## src/rtl/ofs_plat_prim_fifo_mc.sv

```systemverilog
// Multi-channel FIFO: N_CHANNELS logical queues sharing one storage array, with a
// round-robin dequeue arbiter that holds its choice until the presented entry is consumed.
module ofs_plat_prim_fifo_mc #(
  parameter int N_DATA_BITS = 32,
  parameter int N_CHANNELS  = 4,
  parameter int N_ENTRIES   = 8,
  parameter int THRESHOLD   = 2,
  localparam int CW = (N_CHANNELS > 1) ? $clog2(N_CHANNELS) : 1,
  localparam int PW = $clog2(N_ENTRIES)
) (
  input  logic                   clk,
  input  logic                   reset_n,

  input  logic [N_DATA_BITS-1:0] enq_data,
  input  logic [CW-1:0]          enq_chan,
  input  logic                   enq_en,
  output logic [N_CHANNELS-1:0]  notFull,
  output logic [N_CHANNELS-1:0]  almostFull,

  output logic [N_DATA_BITS-1:0] first,
  output logic [CW-1:0]          first_chan,
  input  logic                   deq_en,
  output logic                   notEmpty,
  output logic [N_CHANNELS-1:0]  chan_notEmpty
);

  localparam logic [PW:0] FULL_CNT = (PW+1)'(N_ENTRIES);
  localparam logic [PW:0] THR_CNT  = (PW+1)'(THRESHOLD);

  logic [PW-1:0] wr_ptr_q [N_CHANNELS];
  logic [PW-1:0] wr_ptr_d [N_CHANNELS];
  logic [PW-1:0] rd_ptr_q [N_CHANNELS];
  logic [PW-1:0] rd_ptr_d [N_CHANNELS];
  logic [PW:0]   cnt_q    [N_CHANNELS];
  logic [PW:0]   cnt_d    [N_CHANNELS];

  logic [CW-1:0] rr_ptr_q, rr_ptr_d;
  logic [CW-1:0] hold_chan_q, hold_chan_d;
  logic          hold_q, hold_d;
  logic          rdy_q, rdy_d;

  logic [N_DATA_BITS-1:0] mem [2**(CW+PW)];

  logic [CW-1:0]         sel;
  logic                  found;
  logic                  chan_ok;
  logic                  enq_ok;
  logic                  deq_ok;
  logic [N_CHANNELS-1:0] enq_hit;
  logic [N_CHANNELS-1:0] deq_hit;

  // Channel index reached 'off' steps after 'base', wrapping at N_CHANNELS.
  function automatic logic [CW-1:0] rr_idx(input logic [CW-1:0] base, input int off);
    int j;
    j = int'(base) + off;
    if (j >= N_CHANNELS) j = j - N_CHANNELS;
    return CW'(j);
  endfunction

  generate
    if (N_CHANNELS == (1 << CW)) begin : g_chan_pow2
      assign chan_ok = 1'b1;
    end else begin : g_chan_range
      assign chan_ok = (enq_chan < CW'(N_CHANNELS));
    end
  endgenerate

  always_comb begin
    for (int c = 0; c < N_CHANNELS; c++) begin
      chan_notEmpty[c] = (cnt_q[c] != '0);
      notFull[c]       = rdy_q && (cnt_q[c] != FULL_CNT);
      almostFull[c]    = !rdy_q || ((FULL_CNT - cnt_q[c]) <= THR_CNT);
    end
  end

  // A held channel is still non-empty: hold is only set while something is presented.
  always_comb begin
    sel   = rr_ptr_q;
    found = 1'b0;
    if (hold_q) begin
      sel = hold_chan_q;
    end else begin
      for (int i = 0; i < N_CHANNELS; i++) begin
        if (!found && (cnt_q[rr_idx(rr_ptr_q, i)] != '0)) begin
          sel   = rr_idx(rr_ptr_q, i);
          found = 1'b1;
        end
      end
    end
  end

  assign notEmpty   = |chan_notEmpty;
  assign first      = mem[{sel, rd_ptr_q[sel]}];
  assign first_chan = sel;

  assign enq_ok = enq_en && chan_ok && notFull[enq_chan];
  assign deq_ok = deq_en && notEmpty;

  always_comb begin
    for (int c = 0; c < N_CHANNELS; c++) begin
      enq_hit[c] = enq_ok && (enq_chan == CW'(c));
      deq_hit[c] = deq_ok && (sel == CW'(c));
    end
  end

  // NOTE: every always_comb output gets a default before any branch, so no latches infer.
  always_comb begin
    wr_ptr_d    = wr_ptr_q;
    rd_ptr_d    = rd_ptr_q;
    cnt_d       = cnt_q;
    rr_ptr_d    = rr_ptr_q;
    hold_d      = notEmpty && !deq_en;
    hold_chan_d = sel;
    rdy_d       = 1'b1;

    for (int c = 0; c < N_CHANNELS; c++) begin
      if (enq_hit[c]) wr_ptr_d[c] = wr_ptr_q[c] + 1'b1;
      if (deq_hit[c]) rd_ptr_d[c] = rd_ptr_q[c] + 1'b1;
      case ({enq_hit[c], deq_hit[c]})
        2'b10:   cnt_d[c] = cnt_q[c] + 1'b1;
        2'b01:   cnt_d[c] = cnt_q[c] - 1'b1;
        default: cnt_d[c] = cnt_q[c];
      endcase
    end

    if (deq_ok) begin
      rr_ptr_d = (sel == CW'(N_CHANNELS - 1)) ? '0 : sel + 1'b1;
    end
  end

  always_ff @(posedge clk or negedge reset_n) begin
    if (!reset_n) begin
      for (int c = 0; c < N_CHANNELS; c++) begin
        wr_ptr_q[c] <= '0;
        rd_ptr_q[c] <= '0;
        cnt_q[c]    <= '0;
      end
      rr_ptr_q    <= '0;
      hold_q      <= 1'b0;
      hold_chan_q <= '0;
      rdy_q       <= 1'b0;
    end else begin
      wr_ptr_q    <= wr_ptr_d;
      rd_ptr_q    <= rd_ptr_d;
      cnt_q       <= cnt_d;
      rr_ptr_q    <= rr_ptr_d;
      hold_q      <= hold_d;
      hold_chan_q <= hold_chan_d;
      rdy_q       <= rdy_d;
    end
  end

  // NOTE: storage is deliberately left out of reset; occupancy counters gate every read.
  always_ff @(posedge clk) begin
    if (enq_ok) begin
      mem[{enq_chan, wr_ptr_q[enq_chan]}] <= enq_data;
    end
  end

  enq_legal_a: assert property (@(posedge clk) disable iff (!reset_n)
                                enq_en |-> (chan_ok && notFull[enq_chan]))
    else $fatal(1, "enqueue to full or out-of-range channel");

  deq_legal_a: assert property (@(posedge clk) disable iff (!reset_n)
                                deq_en |-> notEmpty)
    else $fatal(1, "dequeue while empty");

endmodule

```

## config.mk

```make
export PLATFORM = sky130hd
export DESIGN_NAME = ofs_plat_prim_fifo_mc
export DESIGN_NICKNAME = d
export VERILOG_FILES = /design/src/rtl/ofs_plat_prim_fifo_mc.sv
export SDC_FILE = /design/constraint.sdc
export NUM_CORES = 2
export LEC_CHECK = 0
export ABC_AREA = 0
export CORE_UTILIZATION = 64
export CTS_BUF_LIST = sky130_fd_sc_hd__clkbuf_8
export DETAILED_ROUTE_END_ITERATION = 16
export PLACE_DENSITY = 0.88
export SYNTH_ARGS = -nofsm -noshare
export SYNTH_HDL_FRONTEND = slang
export SYNTH_SLANG_ARGS = --single-unit
```

## constraint.sdc

```tcl
create_clock -name clk -period 5.5 [get_ports clk]
set_input_delay 1.375 -clock clk [delete_from_list [all_inputs] [get_ports clk]]
set_output_delay 1.375 -clock clk [all_outputs]
set_load 0.02 [all_outputs]
```

==> flow_summary.toml, run 1 <==
[run_status]
status = "aborted with a tool error"
stop_stage = "global routing"
error = "[ERROR GRT-0232] Routing congestion too high. Check the congestion heatmap in the GUI."

[synth]
synthMuxAreaShare_pct = 2.72
yosysWarnings = 0
synth_top_family_by_area = "simple AND/OR/NAND/NOR gates"
yosysSeqAreaShare_pct = 73.1
synth_cell_type_count = 52
synthesis.area_um2 = 43700
avgSynthCellArea_um2 = 16.1
synth-xor-area-share_pct = 0.702
synth-simple-area-share_pct = 10.1
async_flop_share_pct = 4.30
ys_ff_latch = 1070
synthAdderAreaFrac_pct = 0.989
synthCells = 2707
syn_nets = 2778
synth_compound_area_share_pct = 9.77
synth_edf_count = 1024
synth_ff_type = "edfxtp_1"

[sta]
worstEndpointType = "primary output"
grt-worst-endpoint = "first[20]"

[cts]
cts_root_buffer = "clkbuf_8"
clockBufferDepth = 3
cts_hold_buf = 0
htreeDepth = 4
cts_sinks = 1070
cts_inserted_buffers = 157

[grt]
grt_overflow = 160
grt_usage_pct = 81.6
grt_max_degree = 139
antenna_found_initial = 32

[floorplan]
fp-row-count = 95
pin_count = 85
fp.dieH_um = 263
die_w_um = 263
start_util_pct = 64.9

[placement]
place_area_um2 = 47700
portBuffers = 84
gp_congestion = 0.897
dp_hpwl_um = 77600
dp_slack_ps = -621
## synth_stat cells (3+ instances only)
cell type	instances	area share, %
a2111oi_0	96	1.9
a211o_1	3	0.060
a21boi_0	4	0.069
a21oi_1	12	0.14
a41oi_1	4	0.080
and3_1	3	0.043
and4_1	32	0.64
buf_1	8	0.069
buf_2	38	0.44
buf_4	8	0.14
buf_6	9	0.23
clkbuf_1	190	1.6
dfrtp_1	46	2.6
edfxtp_1	1024	70
ha_1	32	0.92
inv_1	16	0.14
mux2_2	12	0.31
mux2i_1	97	2.2
mux4_2	3	0.15
nand2_1	21	0.18
nand2b_1	18	0.26
nand3_1	8	0.092
nand3b_1	17	0.29
nor2_1	41	0.35
nor2b_1	13	0.19
nor4_1	33	0.47
o21ai_0	16	0.18
o31ai_1	415	7.1
or2_2	5	0.072
or3_1	7	0.10
or4_1	418	7.2
xnor2_1	18	0.36
xor2_1	17	0.34
## per-stage QoR
stage	std cells	hold slack [ps]	util, %
after CTS	4020	503	78.8
after detailed placement	3673	494	71.0
after global placement	3673	473	71.0
after floorplan	2707	454	-
## kinds of logic after synthesis
kind of cell / count (synthesis)
compound gates: 558
xor+xnor: 35
fa+ha+maj: 34
buf+inv: 271
flops: 1070
mux: 113
other cells: 1
simple gates: 625
## repair_timing
item                       CTS
hold endpoints to repair     0
pin swaps                  102
resized for setup          464
setup endpoints to repair   32
setup buffers               52
gates cloned                26
## metal layers
| metal | track usage, % | overflow |
|---|---|---|
| met1 | 78.6 | 2 |
| met3 | 77.1 | 5 |
| met2 | 92.2 | 78 |
| met5 | 57.0 | 0 |
| met4 | 78.2 | 75 |
==> run 2: changes to the inputs <==
--- a/config.mk
+++ b/config.mk
@@ -6,10 +6,9 @@
 export NUM_CORES = 2
 export LEC_CHECK = 0
 export ABC_AREA = 0
-export CORE_UTILIZATION = 64
-export CTS_BUF_LIST = sky130_fd_sc_hd__clkbuf_8
+export CORE_UTILIZATION = 40
 export DETAILED_ROUTE_END_ITERATION = 16
-export PLACE_DENSITY = 0.88
+export PLACE_DENSITY_LB_ADDON = 0.15
 export SYNTH_ARGS = -nofsm -noshare
 export SYNTH_HDL_FRONTEND = slang
 export SYNTH_SLANG_ARGS = --single-unit
==> run 2 against run 1 <==
Against the previous run:
- synthesized cell count did not move
- the flow now finishes, with violations (negative setup slack)
- synthesized area stayed put
==> flow_summary.toml, run 2 <==
[synth]
synth_cell_type_count = 52
synthCells = 2707
yosysSeqAreaShare_pct = 73.1
synthesis.area_um2 = 43700
ys_top_cells_by_count = "1,024 x edfxtp_1, 418 x or4_1, 415 x o31ai_1"
ys_ff_latch = 1070
netlist_top_cells_area = "edfxtp_1 70%, or4_1 7.2%, o31ai_1 7.1%, dfrtp_1 2.6%, mux2i_1 2.2%"
avgSynthCellArea_um2 = 16.1
synth_ff_type = "edfxtp_1"
yosysMostFrequentCell = "edfxtp_1"
yosys.area.top_type_share_pct = 70.4
syn_nets = 2778
yosysWarnings = 0
synth_edf_count = 1024
synth_top_cell_by_area = "edfxtp_1"
async_flop_share_pct = 4.30

[grt]
grt_pass1_vias = 28600
grt_overflow = 0
grt_max_degree = 64
use_met3_pct = 4.77
grt_busiest_layer = "met2"
globalRouteMet2Util_pct = 42.9
globalRouteMet1Util_pct = 37.0
grt_pass1_wl_um = 212000
antenna_found_initial = 5
grt_usage_pct = 26.8

[detailed_routing]
firstDrtPassIters = 5
drc = 0
ant_nets = 0
drt-total-wl_um = 155000
drtIter0Drc = 3385
via_per_inst = 6.48
wl_per_cell_um = 33.9
vias = 29600

[placement]
portBuffers = 84
place_area_um2 = 48400
gp_congestion = 0.810
place_inst = 4228
dp_hpwl_um = 83100
dp_slack_ps = -437

[sta]
finalCritPeriodShare_pct = 107
hold_violations = 0
max_freq_ghz = 0.171
worstMarginPinSlew_ps = 1270
rsz0062_at_grt = "yes"
fin_setup_tns_ps = -8720
maxSlewHeadroom_pct = 15.0
fin_worst_skew_ps = 23.6
setup_ws_ps = -363
holdWs_ps = 481
layout_min_cycle_time_ps = 5860
slew_viol_final = 0
setup_violations = 32

[run]
drv_cap = 0

[layout]
drive_above_1_share_pct = 28.9
finalInstanceArea_um2 = 56100
utilization_pct = 52.2
largest_register_ffs = 1024
fin_nets = 3146
layout_commonest_cell = "edfxtp_1"
fin_cells = 4570
area_growth_pct = 28.6
mostFrequentLayoutCells = "1,024 x edfxtp_1, 416 x or4_1, 340 x o31ai_1, 239 x buf_4, 135 x clkbuf_16"

[floorplan]
fp-row-count = 120
die-area_um2 = 110000
fp.dieH_um = 332
start_util_pct = 40.6
pin_count = 85
core_area_um2 = 108000
die_w_um = 332

[cts]
cts_root_buffer = "clkbuf_16"
cts_inserted_buffers = 111
clk_latency_ps = 710
clockBufferDepth = 3
htreeDepth = 3
cts_tree = "yes"
cts_sinks = 1070
clk_pin_slew_ps = 60

[power]
ir_worst_vdd_uv = 429
leakage_nw = 18.1
power.density_nw_per_um2 = 659
power_mw = 37.0

[worst_setup_path]
worstPathMaxFanout = 6
start_kind = "flip-flop"
arrival_ps = 4490
crit_slowest_cell = "a2111oi_4"
path_class = "flip-flop to primary output"
path_common_cell = "buf_4"
required_ps = 4120
crit_chain = "nor4_4 -> buf_4 -> o211ai_1 -> a211oi_2 -> buf_4 -> mux2_8 -> mux2i_4 -> buf_6 -> buf_12 -> buf_16 -> buf_16 -> buf_12 -> mux2i_4 -> a2111oi_4 -> buf_4 -> and4_4 -> buf_6"
critical_path.endpoint_type = "primary output"
worst_path_largest_cell_delay_ps = 430

[run_status]
status = "finished, violations left"
violations = "negative setup slack"

[min_path]
hp-class = "flip-flop to flip-flop"
[run 2: cell counts after synthesis]
No cell type changed its count.
[run 2: cells by family after synthesis]
logic type | synth area share, %
multiplexers | 2.72
flip-flops | 73.1
buffers and inverters | 2.66
XOR/XNOR | 0.702
AND/OR/NAND/NOR | 10.1
other | 0.00859
adder cells (fa/ha/maj) | 0.989
AO/OA/AOI/OAI | 9.77
[run 2: report_power, final]
part | internal (mW) | switching (mW)
sequential | 9.27 | 0.221
combinational | 9.38 | 10.9
clock | 4.08 | 3.15
[run 2: worst paths after layout]
| path | startpoint | endpoint | slack, ps | cells after the start |
|---|---|---|---|---|
| max in group asynchronous | reset_n | cnt_q[12] | 3880 | 1 |
| setup reg to reg | cnt_q[1] | mem[11][17] | 1450 | 10 |
| hold / removal | wr_ptr_q[5] | wr_ptr_q[5] | 480 | 1 |
| hold reg to reg | wr_ptr_q[5] | wr_ptr_q[5] | 480 | 1 |
| setup / recovery | cnt_q[11] | first[16] | -360 | 17 |
| min in group asynchronous | reset_n | cnt_q[5] | 880 | 1 |
[run 2: layout make-up]
| cell class | instances | area, µm² |
|---|---|---|
| fillers | 8632 | 51500 |
| flip-flops and latches | 1070 | 31900 |
| multi-input cells | 1367 | 12600 |
| repair buffers | 507 | 6320 |
| clock buffers | 138 | 2960 |
| well taps | 1403 | 1760 |
| clock inverters | 66 | 490 |
| inverters | 18 | 72.6 |
| diodes | 1 | 2.50 |
[run 2: repair_timing]
item,in CTS,in global routing
setup endpoints to repair,32,32
hold buffers,0,0
buffers inserted,35,67
pin swaps,69,101
resized for setup,341,283
cloned,20,22
[run 2: critical path, delay by kind of cell, from the launching register on]
| family | cells | cell delay, ps |
|---|---|---|
| AND/OR/NAND/NOR | 2 | 470 |
| buffers and inverters | 9 | 1390 |
| AO/OA/AOI/OAI | 3 | 860 |
| multiplexers | 3 | 650 |
| flip-flops | 1 | 400 |
[run 2: metal layers]
metal / up-vias / wire (µm)
met5: - / 13
met4: 2 / 5660
met3: 309 / 13700
met2: 1577 / 73000
met1: 15400 / 62700
li1: 12300 / -
No activity file was read; power rests on OpenSTA's default activity.
